`src/rtl/lif_cfg_pkg.sv`:
```
// Shared types and constants for the LIF neuron configuration loader.
// Define LIF_CFG_CHECKSUM_EN to append an XOR checksum byte to every frame.
package lif_cfg_pkg;

  typedef enum logic [1:0] {IDLE, COLLECT, CHECK, COMMIT} state_e;

`ifdef LIF_CFG_CHECKSUM_EN
  localparam int FRAME_BYTES = 5;
`else
  localparam int FRAME_BYTES = 4;
`endif

  localparam int WEIGHT_W = 16;
  localparam int THRESH_W = 5;
  localparam int DECAY_W  = 3;
  localparam int REFR_W   = 5;

  localparam int IDX_W = $clog2(FRAME_BYTES);
  localparam logic [IDX_W-1:0] LAST_IDX = IDX_W'(FRAME_BYTES - 1);

  localparam int B_WLO  = 0;
  localparam int B_WHI  = 1;
  localparam int B_TD   = 2;
  localparam int B_REFR = 3;
  localparam int B_CSUM = 4;

  typedef logic [FRAME_BYTES-1:0][7:0] frame_t;

  typedef struct packed {
    logic [WEIGHT_W-1:0] weights;
    logic [THRESH_W-1:0] threshold;
    logic [DECAY_W-1:0]  decay;
    logic [REFR_W-1:0]   refractory;
  } params_t;

  function automatic params_t unpack_frame(frame_t f);
    params_t p;
    p.weights    = {f[B_WHI], f[B_WLO]};
    p.threshold  = f[B_TD][THRESH_W-1:0];
    p.decay      = f[B_TD][7:THRESH_W];
    p.refractory = f[B_REFR][REFR_W-1:0];
    return p;
  endfunction

endpackage

```
`src/rtl/lif_config_loader_if.sv`:
```
// Byte-wide valid/ready configuration stream into the LIF config loader.
interface lif_config_loader_if;
  logic       cfg_valid;
  logic       cfg_ready;
  logic       cfg_sof;
  logic [7:0] cfg_data;

  modport master (output cfg_valid, output cfg_sof, output cfg_data, input cfg_ready);
  modport slave  (input cfg_valid, input cfg_sof, input cfg_data, output cfg_ready);
endinterface

```
`src/rtl/lif_cfg_frame_check.sv`:
```
// Combinational frame validation: reserved refractory bits must be zero and,
// with LIF_CFG_CHECKSUM_EN, the trailing byte must equal the XOR of the others.
module lif_cfg_frame_check
  import lif_cfg_pkg::*;
(
  input  logic [2:0] reserved_bits,
`ifdef LIF_CFG_CHECKSUM_EN
  input  frame_t     frame,
`endif
  output logic       frame_ok
);

`ifdef LIF_CFG_CHECKSUM_EN
  logic [7:0] sum;

  always_comb begin
    sum = '0;
    for (int i = 0; i < B_CSUM; i++) sum ^= frame[i];
  end

  assign frame_ok = (reserved_bits == 3'b000) && (sum == frame[B_CSUM]);
`else
  assign frame_ok = (reserved_bits == 3'b000);
`endif

endmodule

```
`src/rtl/lif_config_loader.sv`:
```
// Assembles configuration frames from a byte stream and commits them atomically
// to the LIF neuron parameters. LIF_CFG_CHECKSUM_EN selects the 5-byte frame.
module lif_config_loader
  import lif_cfg_pkg::*;
#(
  parameter logic [WEIGHT_W-1:0] RST_WEIGHTS    = 16'h0000,
  parameter logic [THRESH_W-1:0] RST_THRESHOLD  = 5'd15,
  parameter logic [DECAY_W-1:0]  RST_DECAY      = 3'd1,
  parameter logic [REFR_W-1:0]   RST_REFRACTORY = 5'd4
)
(
  input  logic                clk,
  input  logic                reset,
  lif_config_loader_if.slave  cfg,
  input  logic                run,
  output logic [WEIGHT_W-1:0] weights,
  output logic [THRESH_W-1:0] threshold,
  output logic [DECAY_W-1:0]  decay,
  output logic [REFR_W-1:0]   refractory_period,
  output logic                cfg_loaded,
  output logic                neuron_enable,
  output logic                frame_error
);

  state_e           state, state_nxt;
  logic [IDX_W-1:0] idx, idx_nxt;
  logic [IDX_W-1:0] wr_idx;
  logic             wr_en;
  logic             commit;
  logic             err_set;
  logic             ready_st;
  logic             accept;
  logic             frame_ok;
  frame_t           stage;
  params_t          active;

  // Ready is forced low while reset is held so no byte slips in on that edge.
  assign cfg.cfg_ready = ready_st & ~reset;
  assign accept        = cfg.cfg_valid & cfg.cfg_ready;

  lif_cfg_frame_check u_check (
    .reserved_bits (stage[B_REFR][7:REFR_W]),
`ifdef LIF_CFG_CHECKSUM_EN
    .frame         (stage),
`endif
    .frame_ok      (frame_ok)
  );

  // NOTE: every output of this block gets a default first, so no path leaves
  // a signal unassigned and no latch is inferred.
  always_comb begin
    state_nxt = state;
    idx_nxt   = idx;
    wr_en     = 1'b0;
    wr_idx    = idx;
    commit    = 1'b0;
    err_set   = 1'b0;
    ready_st  = 1'b0;

    unique case (state)
      IDLE: begin
        ready_st = 1'b1;
        if (accept) begin
          if (cfg.cfg_sof) begin
            wr_en     = 1'b1;
            wr_idx    = '0;
            idx_nxt   = IDX_W'(1);
            state_nxt = COLLECT;
          end else begin
            err_set = 1'b1;
          end
        end
      end
      COLLECT: begin
        ready_st = 1'b1;
        if (accept) begin
          wr_en = 1'b1;
          if (cfg.cfg_sof) begin
            // A fresh start-of-frame abandons the partial frame and restarts.
            err_set = 1'b1;
            wr_idx  = '0;
            idx_nxt = IDX_W'(1);
          end else if (idx == LAST_IDX) begin
            idx_nxt   = '0;
            state_nxt = CHECK;
          end else begin
            idx_nxt = idx + 1'b1;
          end
        end
      end
      CHECK: begin
        if (frame_ok) begin
          state_nxt = COMMIT;
        end else begin
          err_set   = 1'b1;
          state_nxt = IDLE;
        end
      end
      COMMIT: begin
        commit    = 1'b1;
        state_nxt = IDLE;
      end
      default: state_nxt = IDLE;
    endcase
  end

  // NOTE: sequential state uses non-blocking assignments so every register
  // samples pre-edge values regardless of statement order.
  always_ff @(posedge clk) begin
    if (reset) begin
      state         <= IDLE;
      idx           <= '0;
      // NOTE: the staging bytes are plain flops, not a RAM, so clearing them
      // on reset is cheap and keeps a stale half-frame from ever surviving.
      stage         <= '0;
      active        <= '{weights:    RST_WEIGHTS,
                         threshold:  RST_THRESHOLD,
                         decay:      RST_DECAY,
                         refractory: RST_REFRACTORY};
      cfg_loaded    <= 1'b0;
      neuron_enable <= 1'b0;
      frame_error   <= 1'b0;
    end else begin
      state         <= state_nxt;
      idx           <= idx_nxt;
      if (wr_en) stage[wr_idx] <= cfg.cfg_data;
      if (commit) begin
        active     <= unpack_frame(stage);
        cfg_loaded <= 1'b1;
      end
      neuron_enable <= run & cfg_loaded;
      frame_error   <= err_set;
    end
  end

  assign weights           = active.weights;
  assign threshold         = active.threshold;
  assign decay             = active.decay;
  assign refractory_period = active.refractory;

endmodule

```
`src/flat_wrapper.sv`:
```
// flat-port wrapper written by rule: the top's interface ports become plain ports
module lif_config_loader_flat import lif_cfg_pkg::*;
#(
  parameter logic [WEIGHT_W-1:0] RST_WEIGHTS    = 16'h0000,
  parameter logic [THRESH_W-1:0] RST_THRESHOLD  = 5'd15,
  parameter logic [DECAY_W-1:0]  RST_DECAY      = 3'd1,
  parameter logic [REFR_W-1:0]   RST_REFRACTORY = 5'd4
)
  (clk, reset, run, weights, threshold, decay, refractory_period, cfg_loaded, neuron_enable, frame_error, cfg_cfg_valid, cfg_cfg_sof, cfg_cfg_data, cfg_cfg_ready);
  lif_config_loader_if cfg_i ();
  input  logic clk;
  input  logic reset;
  input  logic run;
  output logic [WEIGHT_W-1:0] weights;
  output logic [THRESH_W-1:0] threshold;
  output logic [DECAY_W-1:0] decay;
  output logic [REFR_W-1:0] refractory_period;
  output logic cfg_loaded;
  output logic neuron_enable;
  output logic frame_error;
  input wire logic [$bits(cfg_i.cfg_valid)-1:0] cfg_cfg_valid;
  input wire logic [$bits(cfg_i.cfg_sof)-1:0] cfg_cfg_sof;
  input wire logic [$bits(cfg_i.cfg_data)-1:0] cfg_cfg_data;
  output wire logic [$bits(cfg_i.cfg_ready)-1:0] cfg_cfg_ready;
  assign cfg_i.cfg_valid = cfg_cfg_valid;
  assign cfg_i.cfg_sof = cfg_cfg_sof;
  assign cfg_i.cfg_data = cfg_cfg_data;
  assign cfg_cfg_ready = cfg_i.cfg_ready;
  lif_config_loader #(.RST_WEIGHTS(RST_WEIGHTS), .RST_THRESHOLD(RST_THRESHOLD), .RST_DECAY(RST_DECAY), .RST_REFRACTORY(RST_REFRACTORY)) u_core (.clk(clk), .reset(reset), .cfg(cfg_i), .run(run), .weights(weights), .threshold(threshold), .decay(decay), .refractory_period(refractory_period), .cfg_loaded(cfg_loaded), .neuron_enable(neuron_enable), .frame_error(frame_error));
endmodule
```
`config.mk`:
```
export PLATFORM = sky130hd
export DESIGN_NAME = lif_config_loader_flat
export DESIGN_NICKNAME = d
export VERILOG_FILES = /design/src/rtl/lif_cfg_pkg.sv /design/src/rtl/lif_config_loader_if.sv /design/src/rtl/lif_cfg_frame_check.sv /design/src/rtl/lif_config_loader.sv /design/src/flat_wrapper.sv
export SDC_FILE = /design/constraint.sdc
export NUM_CORES = 1
export LEC_CHECK = 0
export BUFFER_PORTS_ARGS = -buffer_cell sky130_fd_sc_hd__buf_2
export CORE_MARGIN = 2
export CORE_UTILIZATION = 45
export CTS_BUF_LIST = sky130_fd_sc_hd__clkbuf_4
export CTS_CLUSTER_SIZE = 12
export DETAILED_ROUTE_END_ITERATION = 6
export PLACE_DENSITY = 0.77
export SYNTH_ARGS = -nofsm -noshare
export SYNTH_HDL_FRONTEND = slang
export SYNTH_SLANG_ARGS = --single-unit
```
`constraint.sdc`:
```
create_clock -name clk -period 3.7 [get_ports clk]
set_clock_uncertainty 0.15 [all_clocks]
set_input_delay 0.185 -clock clk [delete_from_list [all_inputs] [get_ports clk]]
set_output_delay 0.185 -clock clk [all_outputs]
set_load 0.01 [all_outputs]
```
# Yosys cells after proc, flatten, opt, wreduce, memory -nomap -nowiden
# Cells that the tools add are included.
# classes
n_addsub,1
order_cmp,2
bitwise,4
reduce_logical,7
n_eq_ne,9
muxes,27
# ops
cell,count
32-bit bitwise mux,1
2-bit two-way mux,12
8-bit demux with 2-bit select,1
1-bit two-way mux,8
8-bit two-way mux,1
2-bit one-hot mux with 4 select lines,1
"2-bit equality test, second input constant",3
"2-bit by 1-bit != test with 1-bit output, second input constant",3
5-bit AND reduction,1
"2-bit != test, second input constant",2
2-bit one-hot mux with 2 select lines,1
4-bit AND reduction,1
1-bit AND,3
3-bit zero test,1
"2-bit by 3-bit less-than comparator with 1-bit output, second input constant",1
1-bit one-hot mux with 3 select lines,1
"2-bit by 1-bit adder with 2-bit output, second input constant",1
"2-bit by 1-bit equality test with 1-bit output, second input constant",1
"2-bit by 1-bit greater-or-equal comparator with 1-bit output, second input constant",1
2-bit zero test,1
1-bit one-hot mux with 2 select lines,1
2-bit nonzero test,1
2-bit OR reduction,1
1-bit logical AND,1
1-bit inverter,1
# totals
inputBits,13
out_inout_bits,33
regBits,68
word_cells,63

# Logic depth before layout (Yosys ltp)
# logic_depth
word_depth,12
depth_mapped,6
ltp_nobuf,4

# Hierarchy
# A second synthesis with hierarchy kept.
# hier_totals
cells_unflattened,299
hier_area_um2,2678.8
# by_module_without_submodules
module,instances,area_per_inst_um2,seq_area_each_um2,cells_each
lif_config_loader,1,2668.8,1361.3,298
lif_cfg_frame_check,1,10.0,0.0,1

# Worst setup path before layout
# Ideal clock, no wire load.
# synth_path
path_kind,register to register
startpoint,register u_core.idx[0]
endpoint,register u_core.stage[1] (netlist bit)
n_path_buf,1
stages_incl_launch_ff,5
setup_slack_ps,2103
t_arrival_ps,1313
required_time_ps,3416
cell_sequence,dfxtp_1 > nor3b_4 > buf_6 > nor4b_1 > or4_1
# synth_between
elab_chain_len,8
# synth_rtl
element,line,source
start: declaration,lif_config_loader.sv:26,"logic [IDX_W-1:0] idx, idx_nxt;"
start signal: assignment,lif_config_loader.sv:125,idx <= idx_nxt;
2-bit two-way mux,"lif_config_loader.sv:64, lif_config_loader.sv:78",
2-bit two-way mux,lif_config_loader.sv:76,if (accept) begin
2-bit two-way mux *,--,
2-bit by 3-bit less-than comparator with 1-bit output (implied by the code) or 2-bit by 1-bit greater-or-equal comparator with 1-bit output (tied branches),lif_config_loader.sv:126,if (wr_en) stage[wr_idx] <= cfg.cfg_data;
1-bit logical AND (implied by the code),lif_config_loader.sv:126,
8-bit two-way mux (implied by the code),lif_config_loader.sv:126,
8-bit demux with 2-bit select *,--,
32-bit bitwise mux *,lif_config_loader.sv:126,
end signal: indexed assignment,lif_config_loader.sv:126,
end: declaration,lif_config_loader.sv:34,frame_t stage;
# Mark *: on every way between the ends. The rest lies on a longest branch, timed or not.
# A chain may end at the register's enable or synchronous reset.

# Final worst setup path
# layout_path
startpoint,register u_core.state[0]
endpoint,register u_core.stage[2] (netlist bit)
# layout_between
elab_chain_len,12
# layout_rtl
element,line,source
start: declaration,lif_config_loader.sv:25,"state_e state, state_nxt;"
start signal: assignment,lif_config_loader.sv:124,state <= state_nxt;
2-bit by 1-bit equality test with 1-bit output or 2-bit zero test (tied branches),lif_config_loader.sv:60,unique case (state)
2-bit OR reduction (no source line),--,
1-bit two-way mux,lif_config_loader.sv:60,
1-bit AND,lif_config_loader.sv:38,assign cfg.cfg_ready = ready_st & ~reset;
1-bit AND,lif_config_loader.sv:39,assign accept = cfg.cfg_valid & cfg.cfg_ready;
2-bit two-way mux,lif_config_loader.sv:76,
2-bit two-way mux,--,
2-bit by 3-bit less-than comparator with 1-bit output (implied by the code) or 2-bit by 1-bit greater-or-equal comparator with 1-bit output (tied branches),lif_config_loader.sv:126,
1-bit logical AND (implied by the code),lif_config_loader.sv:126,
8-bit two-way mux (implied by the code),lif_config_loader.sv:126,
8-bit demux with 2-bit select,--,
32-bit bitwise mux,lif_config_loader.sv:126,
# Parallel ways exist; a longest one is shown, timed or not.

==> flow_results.org <==
** Floorplan
- The floorplan step defined a core boundary enclosing 6030 um2.
- Vert. Die Dim :: 83.6 um
- 46 I/O pins were placed.
- In this run the core area contains 28 standard-cell rows.
- Die Width :: 83.6 um
- Starting utilization of the core area :: 47.3%
- Die area :: 6980 um2

** STA
- Setup repair after global routing left no endpoint under its margin.
- The number of pins exceeding their max-slew limit in the final report came to 0.
- Across all hold checks on the routed design, the worst slack comes to 0.0335 ns.
- Final worst slack :: 1.63 ns
- Final clock period utilization by the worst path :: 56.0%
- F_max :: 0.482 GHz
- In this run the tightest slew margin relative to its limit is 31.2%.
- Worst-margin pin slew :: 1.03 ns
- Final setup violation count :: 0
- For the finished layout, the period the worst path requires is 2.07 ns.
- Adding up every negative setup slack in the final design gives 0 ns.
- Final hold violation count :: 0

** Place
- The wire-length estimate of the detail-placed layout is 3990 um.
- Gpl congestion :: 0.794
- At the placement stage, the worst setup path has a slack of 1.64 ns.
- Placed Cells incl. Taps :: 414
- Port bufs :: 45

** Pwr
- Leakage dissipation :: 1.36 nW
- Registers are responsible for 57.8% of the overall power.
- Cell internal power was estimated by the tool at 0.991 mW.
- Power Density :: 398 nW/um2
- Net switching power :: 0.315 mW
- Per report_power, the combinational group accounts for 6.7% of the total.
- Net Sw Frac :: 24.1%
- In this run, the clock network consumes 35.5% of the power.
- The worst-case IR drop observed on VDD is 213 uV.

** Synthesis
- EDFF count, synth :: 0
- Summing the areas of all and, or, nand and nor instances in the mapped netlist gives 33.1% of the synthesized area.
- Synthesis produced 317 cells.
- Count of state elements after synthesis :: 68
- Xor/xnor share of the synthesized area :: 0%
- Synth Area in Adders :: 0.439%
- Averaged over all synthesized cells, the footprint is 8.98 um2.
- The cell area that synthesis handed to floorplanning was 2850 um2.
- By area, the combinational part of the netlist is dominated by simple AND/OR/NAND/NOR gates.
- Proportion of synthesized area in mux cells :: 8.44%
- Syn nets :: 331
- After synthesis, the share of flip-flops with an asynchronous set or reset is 0%.
- Distinct cell type count of the synthesized netlist :: 32
- Share of the synthesized area in compound gates (AO/OA/AOI/OAI) :: 5.98%
- In the synthesized netlist the dominant register cell turns out to be dfxtp_1.
- Share of synthesized area occupied by flip-flops and latches :: 47.8%
- Yosys warning count :: 0

** Setup path
- Counting cells, the worst reg-to-reg path comes to 3.
- Startpoint type of the worst setup path :: register
- STA puts the critical path data required time at 3.85 ns.
- Critical path cell sequence :: nor3b_4, nor4b_1, or4_1
- Number of buffers and inverters on the critical path :: 0
- Slowest cell on the critical path :: dfxtp_1
- Capturing point of the worst reg2reg path :: u_core.stage[2]
- For flop-to-flop paths, the worst setup slack is 1.63 ns.
- In this run the critical register-to-register path is launched from u_core.state[0].
- First element of the critical path :: u_core.state[0]
- Broken down by cell family, the worst path's largest delay share belongs to simple AND/OR/NAND/NOR gates.
- CP Depth :: 3
- In this run the worst path has a maximum fanout of 16.
- Delay contributed by the slowest stage of the critical path :: 0.58 ns
- The critical path ends at u_core.stage[2].
- Critical path arrival :: 2.23 ns
- STA classifies the critical path endpoint as a register.
- Worst Path Class, Setup :: reg -> reg

** Routing
- For this block, the routed nets add up to 6100 um of wire.
- Antenna-violating nets left :: 0
- In the final routed layout, each cell accounts on average for 13.9 um.
- Via count normalized by instance count :: 5.24
- Detailed Routing Iterations Pass 1 :: 4
- In the routed design, unresolved DRC markers number 0.
- Iteration-0 DRC Markers :: 91
- The detailed router placed 2301 vias in this run.

** CTS
- Register clock-pin slew on the reported worst setup and hold paths :: 0.10 ns
- Buffers inserted to repair hold after CTS numbered 9.
- Cts bufs inserted :: 9
- The root buffer cell chosen for the clock tree is clkbuf_4.
- Skew-Pair Late Insertion Delay :: 0.42 ns
- TritonCTS clock tree :: built
- H-tree lvl count :: 3
- CTS max path bufs :: 2
- Post-CTS Repair Setup Buffers :: 0
- In this run, post-CTS repair resized a total of 0 instances.
- Clock net sink count :: 68

** Layout
- Cell Count, Final, Fillers Out :: 439
- In the layout the commonest cells are dfxtp_1, nand2_1, buf_2.
- Counting the fill cells in the layout gives 571.
- Compared with the post-synthesis result, the final layout area differs by 15.4%.
- The number of antenna diodes in the final layout is 0.
- The library cell used most frequently in the layout, excluding fill and tap cells, is dfxtp_1.
- Share of layout cells above drive strength 1 :: 17.3%
- The net count of the finished layout is 373.

** Global route
- The first global-routing pass estimated 10200 um of wire.
- Global routing finished with a remaining overflow of 0.
- GR Util All Layers :: 18.3%
- Maximum number of pins on one net before global-route repair :: 42
- The initial antenna violation count came to 0.
- Vias in the first global route :: 2169

** Worst hold path
- The worst hold path belongs to the class in -> reg.

** Run
- # Max-Cap Violations :: 0

** Run status
- The run finished with clean final reports.
[synthesized netlist by cell type, types with 3 or more instances]
master / number / area (um2)
a21oi_1: 27 / 135
buf_2: 12 / 60.1
clkbuf_1: 12 / 45.0
dfxtp_1: 68 / 1360
mux2i_1: 24 / 240
nand2_1: 67 / 251
nand2b_1: 34 / 213
nand3_1: 3 / 15.0
nand3b_1: 8 / 60.1
nand4b_1: 4 / 35.0
nor2_1: 5 / 18.8
nor3_1: 7 / 35.0
nor3b_1: 14 / 105
nor4b_1: 8 / 70.1
or4_1: 7 / 52.6
[area by class of cell]
| class | count | area [um2] | area share [%] |
|---|---|---|---|
| multi-input cells | 223 | 1370 | 41.6 |
| clock buffers | 10 | 75.1 | 2.28 |
| inverters | 1 | 3.75 | 0.114 |
| clock inverters | 6 | 55.1 | 1.68 |
| flip-flops and latches | 68 | 1360 | 41.4 |
| repair buffers | 56 | 330 | 10.1 |
| well taps | 75 | 93.8 | 2.86 |
[flip-flops by register name (all words and copies together), names as in the netlist]
| name | count |
|---|---|
| u_core.threshold | 5 |
| u_core.idx | 2 |
| u_core.decay | 3 |
| u_core.weights | 16 |
| u_core.neuron_enable | 1 |
| u_core.cfg_loaded | 1 |
| u_core.state | 2 |
| u_core.frame_error | 1 |
| u_core.stage | 32 |
| u_core.refractory_period | 5 |
[worst min path at each step]
stage,start,endpoint,slack (ns),depth (start not counted)
after floorplan,run,u_core.neuron_enable,0.19,1
after global placement,run,u_core.neuron_enable,0.27,2
after detailed placement,run,u_core.neuron_enable,0.29,2
after CTS,cfg_cfg_data[2],u_core.stage[2],0.008,4
after global routing,cfg_cfg_data[2],u_core.stage[18],0.04,3
final,cfg_cfg_data[2],u_core.stage[26],0.03,3
[power by group through the flow]
stage          Sequential, mW  Combinational [mW]  Clock [mW]
2_1_floorplan           0.767              0.0634           0
3_3_place_gp            0.771              0.0791           0
3_5_place_dp            0.772              0.0800           0
4_1_cts                 0.755              0.0876       0.477
5_1_grt                 0.757              0.0960       0.506
6_report                0.755              0.0876       0.464
[layer usage]
metal	vias to the layer above	share of wire [%]	global-route usage, %
li1	1165	-	-
met1	1086	46	21.8
met2	39	48	30.5
met3	11	3.8	4.55
met4	0	1.9	9.38
met5	-	0	0
[stage by stage]
stage | util [%] | instance area (um2) | total power, mW
4_1_cts | 54.5 | 3290 | 1.32
2_1_floorplan | - | 2850 | 0.831
5_1_grt | 54.5 | 3290 | 1.36
3_3_place_gp | 50.9 | 3070 | 0.850
6_report | 54.5 | 3290 | 1.31
3_5_place_dp | 50.9 | 3070 | 0.852
[worst register-to-register path: cells and delay by family, from the launching register on]
kind	cells	cell delay [ns]
flops	1	0.58
simple gates	3	1.23
[kinds of logic after synthesis]
kind of cell	Yosys count
and+or+nand+nor	166
DFF	68
AOI/OAI and AO/OA	32
buffers and inverters	26
muxes	24
adders and majority gates	1
No activity file was read; power rests on OpenSTA's default activity.
